File: config.mk
export PLATFORM = sky130hd
export DESIGN_NAME = booth_mult_seq
export DESIGN_NICKNAME = d
export VERILOG_FILES = /design/src/rtl/mult_pkg.sv /design/src/rtl/booth_step.sv /design/src/rtl/booth_mult_seq.sv
export SDC_FILE = /design/constraint.sdc
export NUM_CORES = 1
export LEC_CHECK = 0
export CAP_MARGIN = 30
export CORE_MARGIN = 3
export CORE_UTILIZATION = 55
export CTS_CLUSTER_DIAMETER = 200
export CTS_CLUSTER_SIZE = 20
export DETAILED_ROUTE_END_ITERATION = 10
export PLACE_DENSITY = 0.8
export SYNTH_ARGS = -nofsm -noshare
export SYNTH_HDL_FRONTEND = slang
export SYNTH_SLANG_ARGS = --single-unit
File: constraint.sdc
create_clock -name clock -period 5.5 [get_ports clock]
set_input_delay 0.825 -clock clock [delete_from_list [all_inputs] [get_ports clock]]
set_output_delay 0.825 -clock clock [all_outputs]
set_load 0.01 [all_outputs]
File: src/rtl/mult_pkg.sv
// Shared types and constants for the sequential Booth multiply unit.
package mult_pkg;

  typedef enum logic [1:0] {
    IDLE = 2'd0,
    LOAD = 2'd1,
    RUN  = 2'd2,
    DONE = 2'd3
  } state_e;

  localparam logic MODE_UNSIGNED = 1'b0;
  localparam logic MODE_SIGNED   = 1'b1;

endpackage

File: src/rtl/booth_step.sv
// One radix-2 Booth iteration: add/subtract M into A, then arithmetic
// shift of {A, Q, q_-1} right by one bit. Purely combinational.
module booth_step #(
  parameter int E = 33
) (
  input  logic [2*E:0] acc_i,
  input  logic [E-1:0] m_i,
  output logic [2*E:0] acc_o
);

  logic [E-1:0] a_cur;
  logic [E-1:0] a_sum;

  // Recode {Q[0], q_-1}, update A (carry dropped), then shift right arithmetically.
  always_comb begin
    a_cur = acc_i[2*E:E+1];
    case (acc_i[1:0])
      2'b01:   a_sum = a_cur + m_i;
      2'b10:   a_sum = a_cur - m_i;
      default: a_sum = a_cur;
    endcase
    acc_o = {a_sum[E-1], a_sum, acc_i[E:1]};
  end

endmodule

File: src/rtl/booth_mult_seq.sv
// Sequential radix-2 Booth multiplier with start/ready/busy/done handshake.
// Operands are widened by one bit (sign- or zero-extended) so that signed and
// unsigned multiplies share the same Booth datapath; E = WIDTH+1 iterations.
//
// state | meaning
// IDLE  | waiting for start, product held
// LOAD  | capture extended operands, clear accumulator and counter
// RUN   | one Booth step per cycle, E cycles
// DONE  | product registered, done pulse; start here chains the next op
module booth_mult_seq
  import mult_pkg::*;
#(
  parameter int WIDTH = 32,
  localparam int CNT_W = $clog2(WIDTH + 2)
) (
  input  logic             clock,
  input  logic             reset_n,
  input  logic             start,
  input  logic             signed_mode,
  input  logic [WIDTH-1:0] op_a,
  input  logic [WIDTH-1:0] op_b,
  output logic             ready,
  output logic             busy,
  output logic             done,
  output logic [WIDTH-1:0] prod_hi,
  output logic [WIDTH-1:0] prod_lo
);

  localparam int E  = WIDTH + 1;
  localparam int AW = 2 * E + 1;
  localparam logic [CNT_W-1:0] LAST_CNT = CNT_W'(E - 1);

  state_e             state_q, state_d;
  logic [CNT_W-1:0]   cnt_q, cnt_d;
  logic [AW-1:0]      acc_q, acc_d;
  logic [E-1:0]       m_q, m_d;
  logic [2*WIDTH-1:0] prod_q, prod_d;

  logic [AW-1:0]      step_acc;
  logic [E-1:0]       ext_a;
  logic [E-1:0]       ext_b;

  assign ext_a = {(signed_mode == MODE_SIGNED) & op_a[WIDTH-1], op_a};
  assign ext_b = {(signed_mode == MODE_SIGNED) & op_b[WIDTH-1], op_b};

  booth_step #(
    .E (E)
  ) u_step (
    .acc_i (acc_q),
    .m_i   (m_q),
    .acc_o (step_acc)
  );

  // State, counter, datapath and product registers.
  always_ff @(posedge clock or negedge reset_n) begin
    if (!reset_n) begin
      state_q <= IDLE;
      cnt_q   <= '0;
      acc_q   <= '0;
      m_q     <= '0;
      prod_q  <= '0;
    end else begin
      state_q <= state_d;
      cnt_q   <= cnt_d;
      acc_q   <= acc_d;
      m_q     <= m_d;
      prod_q  <= prod_d;
    end
  end

  // Next-state and datapath control; everything holds unless a state updates it.
  always_comb begin
    state_d = state_q;
    cnt_d   = cnt_q;
    acc_d   = acc_q;
    m_d     = m_q;
    prod_d  = prod_q;
    case (state_q)
      IDLE: begin
        if (start) state_d = LOAD;
      end
      LOAD: begin
        m_d     = ext_a;
        acc_d   = {{E{1'b0}}, ext_b, 1'b0};
        cnt_d   = '0;
        state_d = RUN;
      end
      RUN: begin
        acc_d = step_acc;
        cnt_d = cnt_q + CNT_W'(1);
        if (cnt_q == LAST_CNT) begin
          // Final step: product is the low 2*WIDTH bits of {A, Q}.
          prod_d  = step_acc[2*WIDTH:1];
          state_d = DONE;
        end
      end
      DONE: begin
        state_d = start ? LOAD : IDLE;
      end
      default: state_d = IDLE;
    endcase
  end

  assign ready   = (state_q == IDLE) || (state_q == DONE);
  assign busy    = (state_q == LOAD) || (state_q == RUN);
  assign done    = (state_q == DONE);
  assign prod_hi = prod_q[2*WIDTH-1:WIDTH];
  assign prod_lo = prod_q[WIDTH-1:0];

endmodule

==> reports/results.ini, run 1 <==
[layout]
drive_above_1_share_pct=7.962
n_antenna_cell=0
final_cell_mix=nand2_1 (171), dfrtp_1 (171), clkdlybuf4s50_1 (133), a21oi_1 (95), nor2_1 (88)
layout.nets=1265
n_fill_cell=1314
multi_input_area_mm2=0.005004
syn2layout_area_growth_pct=21.85
seqCellArea_mm2=0.004279

[grt]
grt_start_max_net_pins=71
grt_pass1_wl_um=38950
overflow=0
grt_use_total_pct=24.46
grt_pass1_vias=7669
antenna_found_initial=0

[synthesis]
async_flop_share_pct=100.0
synth_warnings=0
avgSynthCellArea_um2=9.183
syn_inst=1047
syn-num-nets=1157
synth.cell_area_mm2=0.009614
synthDistinctLibCells=70
synth-seq-area-share_pct=44.51
synth_edf_count=0
synthFlopType=dfrtp_1
ys_ff_latch=171

[clocking]
clkTransAtPathRegs_ns=0.07
cts.htree.levels=4
ctsResizeCount=0
cts_tree=done
cts_sinks=171
clock_latency_ns=0.44
root_buffer=clkbuf_16
cts_setup_buffers=0
cts-hold-fix-buffers=0
cts_made_buffers=17
clk_path_buf_depth=2

[worst_setup_path]
cp_slowest_stage_delay_ns=0.47
cp_max_fo=6
slowest_stage=nor4_2
reg2reg_to=acc_q[55]$_DFFE_PN0P_
crit_buf_inv=0
crit_chain=nor4_2 > nand2_1 > nor2_1 > nand2_1 > nor2_1 > a21oi_1 > xnor2_1 > ha_1 > a21o_1 > a21o_1 > a21o_1 > o31ai_1 > a2bb2oi_1 > nand2_1 > xnor2_1 > o311ai_1
cp-end-kind=flop
reg2reg_depth=16
cp-endpoint=acc_q[55]$_DFFE_PN0P_
crit_type=reg2reg
path_delay_family=compound AO/OA/AOI/OAI gates
worstPathArrival_ns=4.69
required_ns=5.84
r2r-start=m_q[5]$_DFFE_PN0P_
path_depth=16
crit_path_start=m_q[5]$_DFFE_PN0P_
regToRegSetupSlack_ns=1.14
cp-start-kind=flop

[sta]
hold_viol_final=0
fmax_mhz=229.6
fin_worst_skew_ns=0.009973
setup_tns_ns=0
setup_violations=0
rsz0062_at_grt=no
drv_slew=0
worst_slew_pin_slew_ns=0.9275
min_period_ns=4.355
period_share_pct=79.19
max_slew_margin_pct=38.17

[floorplanning]
rows=47
core_area_mm2=0.01682
die_y_um=138.2
die_x_um=138.2
start_util_pct=57.16
dieArea_mm2=0.01910
ios=135

[route]
vias_per_cell=5.737
wl_per_cell_um=16.59
vias=7963
first_pass_iters=5
drc=0
detail-route-antenna-nets=0
wirelength_um=23030
drtIter0Drc=561

[job]
maxCapViolations=0

[place]
place_congestion=0.9104
dp_hpwl_um=16550
port_buffers=134

[worst_hold_path]
hp-class=in2async

[outcome]
status=complete, no violations

==> synth_stat cells, types with 8 or more instances <==
| library cell | instances | area (um^2) |
|---|---|---|
| nor2b_1 | 8 | 50.05 |
| nand3_1 | 18 | 90.09 |
| nand4_1 | 8 | 50.05 |
| a21oi_1 | 95 | 475.5 |
| xor2_1 | 9 | 78.83 |
| ha_1 | 41 | 513.0 |
| o2bb2ai_1 | 21 | 183.9 |
| xnor2_1 | 42 | 367.9 |
| and3_1 | 9 | 56.30 |
| nor2_1 | 88 | 330.3 |
| nand2_1 | 172 | 645.6 |
| clkbuf_1 | 48 | 180.2 |
| dfrtp_1 | 171 | 4279 |
| nand2b_1 | 8 | 50.05 |
| o21ai_0 | 69 | 345.3 |
| nor3_1 | 15 | 75.07 |
| a31oi_1 | 19 | 118.9 |
| mux2_2 | 30 | 337.8 |
| mux2i_1 | 43 | 430.4 |
| a21o_1 | 15 | 112.6 |
| inv_1 | 28 | 105.1 |
==> per-stage QoR <==
stage | instance area (um^2) | instances | hold slack, ns | worst slack [ns] | utilization, %
detailed placement | 11120 | 1356 | 0.4607 | 1.242 | 66.09
CTS | 11720 | 1388 | 0.3924 | 1.203 | 69.65
global route | 11720 | 1388 | 0.4147 | 0.6740 | 69.65
finish | 11720 | 1388 | 0.3758 | 1.145 | 69.65
global placement | 11090 | 1355 | 0.4565 | 1.390 | 65.93
floorplan | 9614 | 1047 | 0.4616 | 1.648 | -
==> registers in the layout (all words and copies together) (netlist names) <==
name / count
acc_q: 66
cnt_q: 6
m_q: 33
prod_q: 64
state_q: 2
==> worst min path at each step <==
stage | startpoint | to | slack [ns] | cells after the start
2_1_floorplan | acc_q[2]$_DFFE_PN0P_ | prod_q[0]$_DFFE_PN0P_ | 0.46 | 2
3_3_place_gp | prod_q[7]$_DFFE_PN0P_ | prod_q[7]$_DFFE_PN0P_ | 0.46 | 2
3_5_place_dp | prod_q[23]$_DFFE_PN0P_ | prod_q[23]$_DFFE_PN0P_ | 0.46 | 2
4_1_cts | reset_n | prod_q[46]$_DFFE_PN0P_ | 0.39 | 1
5_1_grt | reset_n | prod_q[43]$_DFFE_PN0P_ | 0.41 | 1
6_report | reset_n | acc_q[43]$_DFFE_PN0P_ | 0.38 | 1
==> metal layers <==
metal	routed length (um)	global-route usage, %	share of wire, %	up-vias
met4	344	6.916	1.5	0
met3	1354	4.006	5.9	26
met2	9838	36.05	43	275
met5	0	0	0	-
li1	-	-	-	3914
met1	11490	37.54	50	3748
==> area by class of cell <==
cell class / instances / share of cell area, %
clock buffer: 17 / 3.631
clock inverter: 15 / 1.485
inverter: 30 / 0.9612
multi-input combinational: 790 / 42.71
sequential: 171 / 36.53
tap: 220 / 2.350
timing repair buffer: 145 / 12.34
==> cell families after synthesis <==
| logic type | after synthesis | share of synthesized area [%] |
|---|---|---|
| AO/OA/AOI/OAI | 270 | 17.23 |
| buffers and inverters | 86 | 3.527 |
| adder cells (fa/ha/maj) | 42 | 5.544 |
| AND/OR/NAND/NOR | 353 | 16.38 |
| XOR/XNOR | 52 | 4.815 |
| flip-flops | 171 | 44.51 |
| multiplexers | 73 | 7.991 |
==> worst reg2reg max path: cells and delay by family (launching register included) <==
family,cells,cell delay [ns]
AO/OA/AOI/OAI,7,1.74
XOR/XNOR,2,0.43
adder cells (fa/ha/maj),1,0.34
flip-flops,1,0.41
AND/OR/NAND/NOR,6,1.32
Power of run 1 is not shown: default switching activity piles up to over one toggle a cycle in this logic, so the estimate is an artifact.
==> run 2, diff against run 1 <==
--- a/config.mk
+++ b/config.mk
@@ -7,11 +7,11 @@
 export LEC_CHECK = 0
 export CAP_MARGIN = 30
 export CORE_MARGIN = 3
-export CORE_UTILIZATION = 55
+export CORE_UTILIZATION = 50
 export CTS_CLUSTER_DIAMETER = 200
 export CTS_CLUSTER_SIZE = 20
 export DETAILED_ROUTE_END_ITERATION = 10
-export PLACE_DENSITY = 0.8
+export PLACE_DENSITY = 0.77
 export SYNTH_ARGS = -nofsm -noshare
 export SYNTH_HDL_FRONTEND = slang
 export SYNTH_SLANG_ARGS = --single-unit
==> constraint.sdc (replaced) <==
create_clock -name clock -period 3.7 [get_ports clock]
set_input_delay 0.555 -clock clock [delete_from_list [all_inputs] [get_ports clock]]
set_output_delay 0.555 -clock clock [all_outputs]
set_load 0.01 [all_outputs]
==> reports/results.ini, run 2 (same netlist as run 1, synthesis figures left out) <==
[outcome]
status=finished with violations  ; was complete, no violations
violations=setup timing

[worst_setup_path]
cp-end-kind=flop  ; unchanged
regToRegSetupSlack_ns=-0.003  ; was 1.14 ns
required_ns=4.01  ; was 5.84 ns
worstPathArrival_ns=4.01  ; was 4.69 ns
crit_type=reg2reg  ; unchanged
r2r-start=m_q[5]$_DFFE_PN0P_  ; unchanged
reg2reg_depth=19  ; was 16
cp-start-kind=flop  ; unchanged
cp_max_fo=4  ; was 6
cp-endpoint=acc_q[59]$_DFFE_PN0P_  ; was acc_q[55]$_DFFE_PN0P_
reg2reg_to=acc_q[59]$_DFFE_PN0P_  ; was acc_q[55]$_DFFE_PN0P_
crit_path_start=m_q[5]$_DFFE_PN0P_  ; unchanged

[clocking]
clock_latency_ns=0.44  ; about the same
clk_path_buf_depth=2  ; unchanged
clkTransAtPathRegs_ns=0.07  ; about the same
cts_sinks=171  ; unchanged
cts.htree.levels=4  ; unchanged
cts_made_buffers=17  ; unchanged
root_buffer=clkbuf_16  ; unchanged
cts_tree=done  ; unchanged

[route]
drtIter0Drc=538  ; was 561
vias_per_cell=5.617  ; was 5.737
first_pass_iters=6  ; was 5
detail-route-antenna-nets=0  ; unchanged
drc=0  ; unchanged
wirelength_um=25400  ; was 23,030 um
vias=8414  ; was 7,963
wl_per_cell_um=16.95  ; was 16.59 um

[grt]
grt_start_max_net_pins=75  ; was 71
grt_pass1_vias=7838  ; was 7,669
grt_use_total_pct=23.60  ; was 24.46%
grt_pass1_wl_um=39490  ; was 38,950 um
antenna_found_initial=0  ; unchanged
overflow=0  ; unchanged

[sta]
setup_violations=1  ; was 0
max_slew_margin_pct=54.05  ; was 38.17%
period_share_pct=100.1  ; was 79.19%
min_period_ns=3.703  ; was 4.355 ns
rsz0062_at_grt=yes  ; was no
fmax_mhz=270.1  ; was 229.6 MHz
setup_tns_ns=-0.002795  ; was 0 ns
worst_slew_pin_slew_ns=0.6893  ; was 0.9275 ns
final.setup.worst_slack_ns=-0.002795  ; was 1.145 ns
fin_worst_skew_ns=0.01517  ; was 0.009973 ns
drv_slew=0  ; unchanged
hold_viol_final=0  ; unchanged

[floorplanning]
core_area_mm2=0.01877  ; was 0.01682 mm^2
rows=50  ; was 47
start_util_pct=51.23  ; was 57.16%
die_x_um=144.7  ; was 138.2 um
die_y_um=144.7  ; was 138.2 um
ios=135  ; unchanged
dieArea_mm2=0.02093  ; was 0.01910 mm^2

[worst_hold_path]
hp-class=in2async  ; unchanged

[layout]
n_fill_cell=1425  ; was 1,314
layout.nets=1360  ; was 1,265
multi_input_area_mm2=0.005456  ; was 0.005004 mm^2
seqCellArea_mm2=0.004279  ; unchanged
largest_reg_flops=66  ; unchanged
largest-register=acc_q  ; unchanged
fin_cells=1498  ; was 1,388
reg_top3=acc_q (66), prod_q (64), m_q (33)  ; unchanged
final_common_cell=dfrtp_1
drive_above_1_share_pct=20.35  ; was 7.962%
syn2layout_area_growth_pct=34.73  ; was 21.85%
final_cell_mix=dfrtp_1 (171), nand2_1 (169), clkdlybuf4s50_1 (133), buf_4 (95), nor2_1 (83)  ; was nand2_1 (171), dfrtp_1 (171), clkdlybuf4s50_1 (133), a21oi_1 (95), nor2_1 (88)

[place]
port_buffers=134  ; unchanged
dp.cells=1454  ; was 1,356
dp_hpwl_um=17880  ; was 16,550 um
place_congestion=0.9447  ; was 0.9104

[job]
maxCapViolations=0  ; unchanged

[run 2: worst min path at each step]
| stage | cells past startpoint | startpoint | end | slack [ns] |
|---|---|---|---|---|
| 2_1_floorplan | 0 | reset_n | acc_q[0]$_DFFE_PN0P_ | 0.26 |
| 3_3_place_gp | 2 | prod_q[11]$_DFFE_PN0P_ | prod_q[11]$_DFFE_PN0P_ | 0.46 |
| 3_5_place_dp | 2 | prod_q[22]$_DFFE_PN0P_ | prod_q[22]$_DFFE_PN0P_ | 0.46 |
| 4_1_cts | 1 | reset_n | acc_q[5]$_DFFE_PN0P_ | 0.17 |
| 5_1_grt | 1 | reset_n | prod_q[41]$_DFFE_PN0P_ | 0.19 |
| 6_report | 1 | reset_n | prod_q[41]$_DFFE_PN0P_ | 0.14 |
[run 2: final cells by class]
cell class	instances	area share (%)
Inverter	30	0.8693
Clock inverter	14	1.275
Antenna cell	1	0.01932
Timing Repair Buffer	240	17.03
Clock buffer	18	3.390
Multi-Input combinational cell	790	42.12
Sequential cell	171	33.03
Tap cell	234	2.260
[run 2: stage by stage]
| stage | util [%] | area, um^2 | setup slack [ns] | hold WS, ns |
|---|---|---|---|---|
| after floorplan | - | 9643 | -0.09906 | 0.2594 |
| after global placement | 62.87 | 11800 | -0.08988 | 0.4578 |
| after detailed placement | 62.87 | 11800 | -0.2151 | 0.4618 |
| after CTS | 66.37 | 12460 | -0.007051 | 0.1659 |
| after global routing | 69.01 | 12950 | -0.1978 | 0.1947 |
| final | 69.02 | 12950 | -0.002795 | 0.1391 |
[run 2: critical path: stages (launching register included)]
cell	delay, ns
dfrtp_1	0.39
nor4_2	0.32
nand2_1	0.08
nor2_1	0.16
nand2_1	0.11
nor2_2	0.19
buf_6	0.14
nor2_4	0.04
xnor2_2	0.14
ha_1	0.32
inv_2	0.07
buf_4	0.09
buf_4	0.10
nor2_2	0.04
a311oi_2	0.35
a21o_1	0.24
a31oi_4	0.12
or3_4	0.42
a21oi_4	0.16
o32ai_2	0.09
[run 2: per-layer routing]
| layer | GRT usage [%] | vias up | part of all wire [%] |
|---|---|---|---|
| met1 | 35.76 | 4029 | 49 |
| met2 | 35.36 | 262 | 44 |
| li1 | - | 4098 | - |
| met4 | 6.480 | 0 | 1.2 |
| met3 | 3.648 | 25 | 5.8 |
| met5 | 0 | - | 0 |
[run 2: repair_timing]
| item | in CTS | in global routing |
|---|---|---|
| gates resized for setup | 11 | 88 |
| setup endpoints to repair | 19 | 31 |
| hold buffers | 0 | 0 |
| setup buffers | 1 | 11 |
| pin swaps | 3 | 30 |
Power of run 2 is left out for the same reason.
==> run 3, diff against run 2 <==
--- a/config.mk
+++ b/config.mk
@@ -12,6 +12,7 @@
 export CTS_CLUSTER_SIZE = 20
 export DETAILED_ROUTE_END_ITERATION = 10
 export PLACE_DENSITY = 0.77
+export SLEW_MARGIN = 30
 export SYNTH_ARGS = -nofsm -noshare
 export SYNTH_HDL_FRONTEND = slang
 export SYNTH_SLANG_ARGS = --single-unit
==> results of run 3 <==
Same layout as run 2: the final DEF is identical, and so are final timing and power.
Power of run 3 is left out for the same reason.
